<file path="config.mk">
export PLATFORM = sky130hd
export DESIGN_NAME = fp2_operand_issue
export DESIGN_NICKNAME = d
export VERILOG_FILES = /design/src/rtl/PARAMS_BN254_d0.sv /design/src/rtl/mode_delay_line.sv /design/src/rtl/fp2_operand_issue.sv
export SDC_FILE = /design/constraint.sdc
export NUM_CORES = 2
export LEC_CHECK = 0
export ABC_AREA = 1
export BUFFER_PORTS_ARGS = -buffer_cell sky130_fd_sc_hd__buf_2
export CORE_AREA = 2 2 635 637
export CTS_BUF_LIST = sky130_fd_sc_hd__clkbuf_16
export DETAILED_ROUTE_END_ITERATION = 16
export DIE_AREA = 0 0 637 639
export HOLD_SLACK_MARGIN = 0.05
export SYNTH_ARGS = -nofsm -noshare
export SYNTH_HDL_FRONTEND = slang
export SYNTH_SLANG_ARGS = --single-unit
</file>
<file path="constraint.sdc">
create_clock -name i_clk -period 5.4 [get_ports i_clk]
set_input_delay 1.35 -clock i_clk [delete_from_list [all_inputs] [get_ports i_clk]]
set_output_delay 1.35 -clock i_clk [all_outputs]
set_load 0.05 [all_outputs]
</file>
<file path="src/rtl/PARAMS_BN254_d0.sv">
// Shared BN254 Fp2 datapath types: redundant operand format, preadder modes, issue-beat record
// and the issue-stage state encoding.
package PARAMS_BN254_d0;

  localparam int unsigned POLY_LIMBS  = 3;
  localparam int unsigned POLY_LIMB_W = 90;
  localparam int unsigned POLY_W      = POLY_LIMBS * POLY_LIMB_W;

  typedef logic [POLY_LIMBS-1:0][POLY_LIMB_W-1:0] redundant_poly_L3;

  // Tag width carried by the beat record handed to the downstream accumulator.
  localparam int unsigned ISSUE_TAG_W = 4;

  typedef enum logic [1:0] {
    PASS    = 2'b00,
    SUMDIFF = 2'b01,
    KARA    = 2'b10
  } preadd_mode_t;

  typedef enum logic [2:0] {
    IDLE = 3'd0,
    MUL0 = 3'd1,
    MUL1 = 3'd2,
    MUL2 = 3'd3,
    SQR0 = 3'd4,
    SQR1 = 3'd5
  } issue_state_t;

  typedef struct packed {
    redundant_poly_L3       X;
    redundant_poly_L3       Y;
    preadd_mode_t           mode;
    logic [1:0]             beat;
    logic                   last;
    logic                   sqr;
    logic [ISSUE_TAG_W-1:0] tag;
  } fp2_issue_beat_t;

  function automatic logic is_accept_state(issue_state_t s);
    return (s == IDLE) || (s == MUL2) || (s == SQR1);
  endfunction

endpackage

</file>
<file path="src/rtl/mode_delay_line.sv">
// Preadder-mode delay line: DEPTH-stage shift register with synchronous clear.
// DEPTH = 0 is a plain wire so the mode stays aligned with its beat.
module mode_delay_line
  import PARAMS_BN254_d0::*;
#(
  parameter int unsigned DEPTH = 1
) (
  input  logic         i_clk,
  input  logic         i_clr,
  input  preadd_mode_t i_mode,
  output preadd_mode_t o_mode
);

  if (DEPTH == 0) begin : g_bypass
    logic w_unused;
    assign w_unused = i_clk ^ i_clr;
    assign o_mode   = i_mode;
  end else begin : g_delay
    localparam int unsigned PIPE_W = 2 * DEPTH;

    logic [PIPE_W-1:0] r_pipe;

    // Newest mode enters at the bottom; the oldest falls off the top.
    always_ff @(posedge i_clk) begin
      if (i_clr) begin
        r_pipe <= '0;
      end else begin
        r_pipe <= PIPE_W'({r_pipe, i_mode});
      end
    end

    assign o_mode = preadd_mode_t'(r_pipe[PIPE_W-1 -: 2]);
  end

endmodule

</file>
<file path="src/rtl/fp2_operand_issue.sv">
// Fp2 operand issue stage: accepts one multiply/square request and streams the Karatsuba
// (3-beat) or complex-squaring (2-beat) operand pairs and preadder modes.
module fp2_operand_issue
  import PARAMS_BN254_d0::*;
#(
  parameter int unsigned TAG_W    = ISSUE_TAG_W,
  parameter int unsigned MODE_DLY = 1
) (
  input  logic             i_clk,
  input  logic             i_rst,
  input  logic             i_in_valid,
  output logic             o_in_ready,
  input  logic             i_in_sqr,
  input  redundant_poly_L3 i_in_a0,
  input  redundant_poly_L3 i_in_a1,
  input  redundant_poly_L3 i_in_b0,
  input  redundant_poly_L3 i_in_b1,
  input  logic [TAG_W-1:0] i_in_tag,
  input  logic             i_stall,
  output redundant_poly_L3 o_x,
  output redundant_poly_L3 o_y,
  output logic [1:0]       o_mode,
  output logic             o_out_valid,
  output logic [1:0]       o_out_beat,
  output logic             o_out_last,
  output logic             o_out_sqr,
  output logic [TAG_W-1:0] o_out_tag
);

  issue_state_t     r_state;
  redundant_poly_L3 r_a0, r_a1, r_b0, r_b1;
  logic             r_sqr;
  logic [TAG_W-1:0] r_tag;
  redundant_poly_L3 r_x, r_y;
  preadd_mode_t     r_mode;
  logic             r_valid;
  logic [1:0]       r_beat;
  logic             r_last;

  logic             w_ready;
  logic             w_accept;
  issue_state_t     w_state_d;
  redundant_poly_L3 w_a0, w_a1, w_b0, w_b1;
  logic             w_sqr;
  logic [TAG_W-1:0] w_tag;
  redundant_poly_L3 w_x_d, w_y_d;
  preadd_mode_t     w_mode_d;
  logic             w_valid_d;
  logic [1:0]       w_beat_d;
  logic             w_last_d;
  preadd_mode_t     w_mode_dly;

  // Ready never looks at i_in_valid, so upstream may wait on it without a loop.
  assign w_ready  = is_accept_state(r_state) && !i_stall && !i_rst;
  assign w_accept = w_ready && i_in_valid;

  // Operands seen by the next beat: fresh inputs on accept, stored copy otherwise.
  always_comb begin
    w_a0  = w_accept ? i_in_a0  : r_a0;
    w_a1  = w_accept ? i_in_a1  : r_a1;
    w_b0  = w_accept ? i_in_b0  : r_b0;
    w_b1  = w_accept ? i_in_b1  : r_b1;
    w_sqr = w_accept ? i_in_sqr : r_sqr;
    w_tag = w_accept ? i_in_tag : r_tag;
  end

  always_comb begin
    w_state_d = r_state;
    unique case (r_state)
      IDLE, MUL2, SQR1: begin
        if (w_accept) begin
          w_state_d = i_in_sqr ? SQR0 : MUL0;
        end else begin
          w_state_d = IDLE;
        end
      end
      MUL0:    w_state_d = MUL1;
      MUL1:    w_state_d = MUL2;
      SQR0:    w_state_d = SQR1;
      default: w_state_d = IDLE;
    endcase
  end

  // Beat contents are decoded from the next state so every output is a register.
  always_comb begin
    w_x_d     = '0;
    w_y_d     = '0;
    w_mode_d  = PASS;
    w_valid_d = 1'b0;
    w_beat_d  = 2'd0;
    w_last_d  = 1'b0;
    unique case (w_state_d)
      MUL0: begin
        w_x_d     = w_a0;
        w_y_d     = w_b0;
        w_valid_d = 1'b1;
      end
      MUL1: begin
        w_x_d     = w_a1;
        w_y_d     = w_b1;
        w_valid_d = 1'b1;
        w_beat_d  = 2'd1;
      end
      MUL2: begin
        // Preadder adds the MUL1 beat, yielding (a0+a1, b0+b1).
        w_x_d     = w_a0;
        w_y_d     = w_b0;
        w_mode_d  = KARA;
        w_valid_d = 1'b1;
        w_beat_d  = 2'd2;
        w_last_d  = 1'b1;
      end
      SQR0: begin
        w_x_d     = w_a0;
        w_y_d     = w_a1;
        w_mode_d  = SUMDIFF;
        w_valid_d = 1'b1;
      end
      SQR1: begin
        w_x_d     = w_a0;
        w_y_d     = w_a1;
        w_valid_d = 1'b1;
        w_beat_d  = 2'd1;
        w_last_d  = 1'b1;
      end
      default: ;
    endcase
  end

  always_ff @(posedge i_clk) begin
    if (i_rst) begin
      r_state <= IDLE;
      r_a0    <= '0;
      r_a1    <= '0;
      r_b0    <= '0;
      r_b1    <= '0;
      r_sqr   <= 1'b0;
      r_tag   <= '0;
      r_x     <= '0;
      r_y     <= '0;
      r_mode  <= PASS;
      r_valid <= 1'b0;
      r_beat  <= 2'd0;
      r_last  <= 1'b0;
    end else begin
      r_state <= w_state_d;
      r_a0    <= w_a0;
      r_a1    <= w_a1;
      r_b0    <= w_b0;
      r_b1    <= w_b1;
      r_sqr   <= w_sqr;
      r_tag   <= w_tag;
      r_x     <= w_x_d;
      r_y     <= w_y_d;
      r_mode  <= w_mode_d;
      r_valid <= w_valid_d;
      r_beat  <= w_beat_d;
      r_last  <= w_last_d;
    end
  end

  mode_delay_line #(
    .DEPTH(MODE_DLY)
  ) u_mode_dly (
    .i_clk (i_clk),
    .i_clr (i_rst),
    .i_mode(r_mode),
    .o_mode(w_mode_dly)
  );

  assign o_in_ready  = w_ready;
  assign o_x         = r_x;
  assign o_y         = r_y;
  assign o_mode      = w_mode_dly;
  assign o_out_valid = r_valid;
  assign o_out_beat  = r_beat;
  assign o_out_last  = r_last;
  assign o_out_sqr   = r_sqr;
  assign o_out_tag   = r_tag;

endmodule

</file>
# --- Yosys cells after proc, flatten, opt, wreduce, memory -nomap -nowiden ---
# Index checks and enable logic that the tools add are counted.
totals:
  input_bits: 1089
  word_cells: 64
  reg_bits: 1636
  out_inout_bits: 552
  latch_bits: 0
  mem_bits_ro: 0
  ram_bits: 0
  n_memories: 0
classes:
  reduce_logical: 15
  multipliers: 0
  n_div: 0
  magnitude_cmp: 0
  n_bitwise: 0
  eq_ne: 10
  n_addsub: 0
  n_mux: 13
  n_shift: 0
ops:
  columns: ["op", "n"]
  rows:
  - ["$mux W270", 4]
  - ["$pmux W270 S3", 1]
  - ["$pmux W270 S2", 1]
  - ["$eq A3 B2 Y1 const B", 4]
  - ["$eq A3 B3 Y1 const B", 4]
  - ["$pmux W3 S4", 1]
  - ["$pmux W2 S2", 2]
  - ["$reduce_or A2 Y1", 4]
  - ["$eq A3 B1 Y1 const B", 2]
  - ["$mux W3", 2]
  - ["$reduce_or A5 Y1", 1]
  - ["$reduce_or A4 Y1", 1]
  - ["$logic_and A1 B1 Y1", 3]
  - ["$logic_not A3 Y1", 1]
  - ["$reduce_or A3 Y1", 1]
  - ["$logic_not A1 Y1", 2]
  - ["$logic_or A1 B1 Y1", 2]
  - ["$mux W1", 2]

# --- Longest topological paths before layout ---
logic_depth:
  word_depth: 11
  mapped_depth: 14
  mapped_depth_nobuf: 11

# --- Modules after synthesis ---
# A second synthesis with hierarchy kept.
unflattened:
  hier_cells: 9722
  hier_area_um2: 68553.2
by_module_without_submodules:
  columns: ["module", "seq_area_each_um2", "area_per_inst_um2", "cells_each", "instances"]
  rows:
  - ["fp2_operand_issue", 32711.4, 68498.2, 9716, 1]
  - ["mode_delay_line", 40.0, 55.1, 6, 1]

# --- Least setup slack after synthesis ---
# No wires, ideal clock.
synth_timing:
  kind: "input port to output port"
  startpoint: "in i_rst"
  endpoint: "out o_in_ready"
  required_ns: 4.050
  t_arrival_ns: 2.534
  stages: 5
  setup_slack_ns: 1.516
  path_buffers: 2
  cell_sequence: "buf_2 -> nor2_1 -> nand2_1 -> nor3_1 -> clkbuf_1"
synth_between:
  elab_chain_len: 2
synth_lines:
  columns: ["item", "line", "source"]
  rows:
  - ["start: declaration", "fp2_operand_issue.sv:10", "input logic i_rst,"]
  - ["$logic_not A1 Y1", "fp2_operand_issue.sv:54", "assign w_ready = is_accept_state(r_state) && !i_stall && !i_rst;"]
  - ["$logic_and A1 B1 Y1", "fp2_operand_issue.sv:54", null]
  - ["end: declaration", "fp2_operand_issue.sv:12", "output logic o_in_ready,"]
# Every way passes these cells.

# --- Final worst setup path ---
layout_timing:
  startpoint: "reg r_state[2]"
  endpoint: "out o_in_ready"
layout_between:
  elab_chain_len: 5
  word_cells_on_any_way: 7
  classes_between: "eq/ne (2); reduce/logical (5)"
layout_lines:
  columns: ["item", "line", "source"]
  rows:
  - ["start: declaration", "fp2_operand_issue.sv:30", "issue_state_t r_state;"]
  - ["start signal: assignment", "fp2_operand_issue.sv:146", "r_state <= w_state_d;"]
  - ["$eq A3 B2 Y1 or $logic_not A3 Y1 (tied branches)", "PARAMS_BN254_d0.sv:40", "return (s == IDLE) || (s == MUL2) || (s == SQR1);"]
  - ["$logic_or A1 B1 Y1", "PARAMS_BN254_d0.sv:40", null]
  - ["$logic_or A1 B1 Y1 (*)", "PARAMS_BN254_d0.sv:40", null]
  - ["$logic_and A1 B1 Y1 (*) (2 in a row)", "fp2_operand_issue.sv:54", null]
# Mark *: on every way between the ends. The rest lies on a longest branch, timed or not.

==> qor.csv <==
metric;value;unit
DRC viols;0;
post-synthesis net count;10810;
Worst-Margin Slew;1.165;ns
final-report setup violation count;0;
Worst Path Required;4.05;ns
synth top area cells;dfxtp_1, nand2_1, nand4_1;
worst hold stages;2;
Worst Hold End;u_mode_dly.o_mode[0];
GPL Wtd Cong;0.9590;
Arrival @ worst endpoint;3.34;ns
Netlist cell types;21;
cells after synthesis;9723;
CTS Hold Bufs;0;
Largest stage delay, worst path;0.77;ns
Die Wd;637;µm
HPWL Detailed;338.9;mm
largest net degree at the start of global routing;181;
min-delay src;r_mode[0];
grt ovf;0;
Cell Area, Synth;0.06873;mm²
starting density of the core;17.15;%
asr flop ratio synth;0;%
r2r setup slk;1.59;ns
Yosys top cell by area;dfxtp_1;
register area share after synthesis;47.65;%
fin crit period;4.685;ns
TritonCTS clock tree;done;
setup ws final;0.7146;ns
WL final;438.2;mm
Synth top cells by count;nand2_1, dfxtp_1, inv_1;
pre-CTS setup slack;0.4828;ns
run status;finished clean;
Max clock buf depth;4;
# Post-CTS Setup Buffers;0;
slowest CP cell;inv_8;
most common cell in the synthesized netlist;nand2_1;
first-pass GRT wire length;576.6;mm
max cap viols;0;
Area Overhead vs Synth;29.73;%
Lkg Pwr;43.68;nW
post-synthesis simple-gate area fraction;32.85;%
via count;73500;
Critical Path End Type;output port;
synth warn;0;
Tcrit/Tclk final;86.77;%
ANT nets after route;0;
Total GRT Usage;20.41;%
Die Y;639;µm
critical path peak fanout;84;
Via density;4.421;
reg2reg path depth;11;
DR iter-0 viols;7422;
setup_tns;0;ns
EDFF count, synth;0;
post-synthesis mux area share;0;%
Seq cells post-synth;1636;
port bufs;1640;
worst hold path type;flip-flop to flip-flop;
vias in the first global route;66170;
clk root buf;clkbuf_16;
Compound-Gate Fraction of Synth Area;8.549;%
IO Count;1641;
R2R Path End;o_x[58];
relative slew slack;22.33;%
peak supply drop;257.7;µV
Synth top area share;47.65;%
drt pass-1 iters;7;
critical path class;flip-flop to output port;
Peak Freq;213.4;MHz
clk sinks;1636;
post-synthesis adder-cell area fraction;0;%
Die Area;0.4070;mm²
Most used DFF post-synth;dfxtp_1;
share of layout cells above drive strength 1;18.77;%
CP startpoint kind;flip-flop;
antenna violations before repair;358;
Rows;233;
number of buffers created by CTS;207;
clk_lat worst skew;0.91;ns
clock skew;0.09052;ns
PwrDens;348.1;mW/mm²
Synth Area per Inst;7.069;µm²
area of the core;0.4009;mm²
unrepaired setup endpoints after global routing;false;
final hold violations;0;
xor and xnor area share after synthesis;0;%
Worst R2R Start;r_state[2];
Crit path buffers/inverters;4;
H-tree lvl count;4;
cells along the critical path;inv_1, nand3_4, inv_8, nor3_2, buf_4, buf_2;
Crit. Startpoint;r_state[2];
Final Max Tran Viols;0;
WL/cell;26.36;µm
main combinational cell family by area after synthesis;simple AND/OR/NAND/NOR gates;
final net count;12020;
hold slack;0.3643;ns
cell family with most CP delay;buffers and inverters;
Post-CTS Resized;0;
CTS clock-pin slew for the worst setup and hold paths;0.06;ns
cells in the final DEF, fill, tap and decap left out, drive strengths merged:
cell type / count
diode: 239
nand3: 816
clkbuf: 209
clkinv: 87
inv: 1099
o21ai: 1
bufinv: 23
dfxtp: 1636
a21oi: 819
buf: 1777
a211oi: 236
nor3: 1
nand4: 812
nor2: 516
clkinvlp: 15
nand2: 3051
state kept, by name, summed over array words and instances (netlist names), 2 cells and up:
name and cells:
o_out_beat 2, o_out_tag 4, o_x 270, o_y 270, r_a0 270, r_a1 270
r_b0 270, r_b1 270, r_mode 2, r_state 3, u_mode_dly.o_mode 2
how the worst max path moves through the flow:
stage	end	slack, ns	cells past startpoint
after floorplan	o_in_ready	1.52	5
after global placement	o_x[240]	0.45	10
after detailed placement	o_y[183]	0.48	11
after CTS	o_in_ready	0.48	6
after global routing	o_in_ready	0.47	6
final	o_in_ready	0.71	6
routing by layer:
metal / track usage [%] / up-vias / routed length, µm
li1: - / 34130 / -
met1: 25.20 / 34760 / 176100
met2: 28.52 / 3560 / 178400
met3: 10.32 / 936 / 59430
met4: 11.03 / 114 / 23630
met5: 0 / - / 720
logic make-up after synthesis:
logic type | Yosys count
compound gates | 1056
buf+inv | 1835
flops | 1636
simple gates | 5196
worst register-to-register path, stage by stage (launching register included):
cell,delay (ns)
dfxtp_1,0.37
inv_1,0.09
nand3_4,0.57
inv_8,0.38
nor3_2,0.26
buf_4,0.33
buf_4,0.38
buf_4,0.43
nand3_1,0.22
a21oi_1,0.21
nand2_1,0.31
nand2_1,0.20
through the flow:
step | total power [W] | util [%] | std cells | instance area (µm²)
2_1_floorplan | 0.01533 | - | 9723 | 68730
3_3_place_gp | 0.01703 | 20.41 | 16010 | 81800
3_5_place_dp | 0.01704 | 20.41 | 16010 | 81800
4_1_cts | 0.03136 | 22.09 | 16390 | 88560
5_1_grt | 0.03214 | 22.19 | 16530 | 88940
6_report | 0.03104 | 22.24 | 16620 | 89160
layout make-up:
| cell class | instances | area [µm²] |
|---|---|---|
| multi-input combinational | 6252 | 28510 |
| clock inverter | 166 | 1538 |
| clock buffer | 209 | 5230 |
| timing repair buffer | 1777 | 9932 |
| tap | 5287 | 6615 |
| antenna | 239 | 598.1 |
| fill | 45230 | 311700 |
| inverter | 1058 | 3986 |
| sequential | 1636 | 32750 |
report_power, final:
part / leakage (nW) / total, W / internal [W] / switching, W
clock: 3.40 / 0.0142 / 0.00814 / 0.00608
sequential: 13.3 / 0.0127 / 0.0126 / 0.000160
combinational: 27.0 / 0.00409 / 0.00106 / 0.00302
Note: power is estimated with default switching activity, not from simulation.
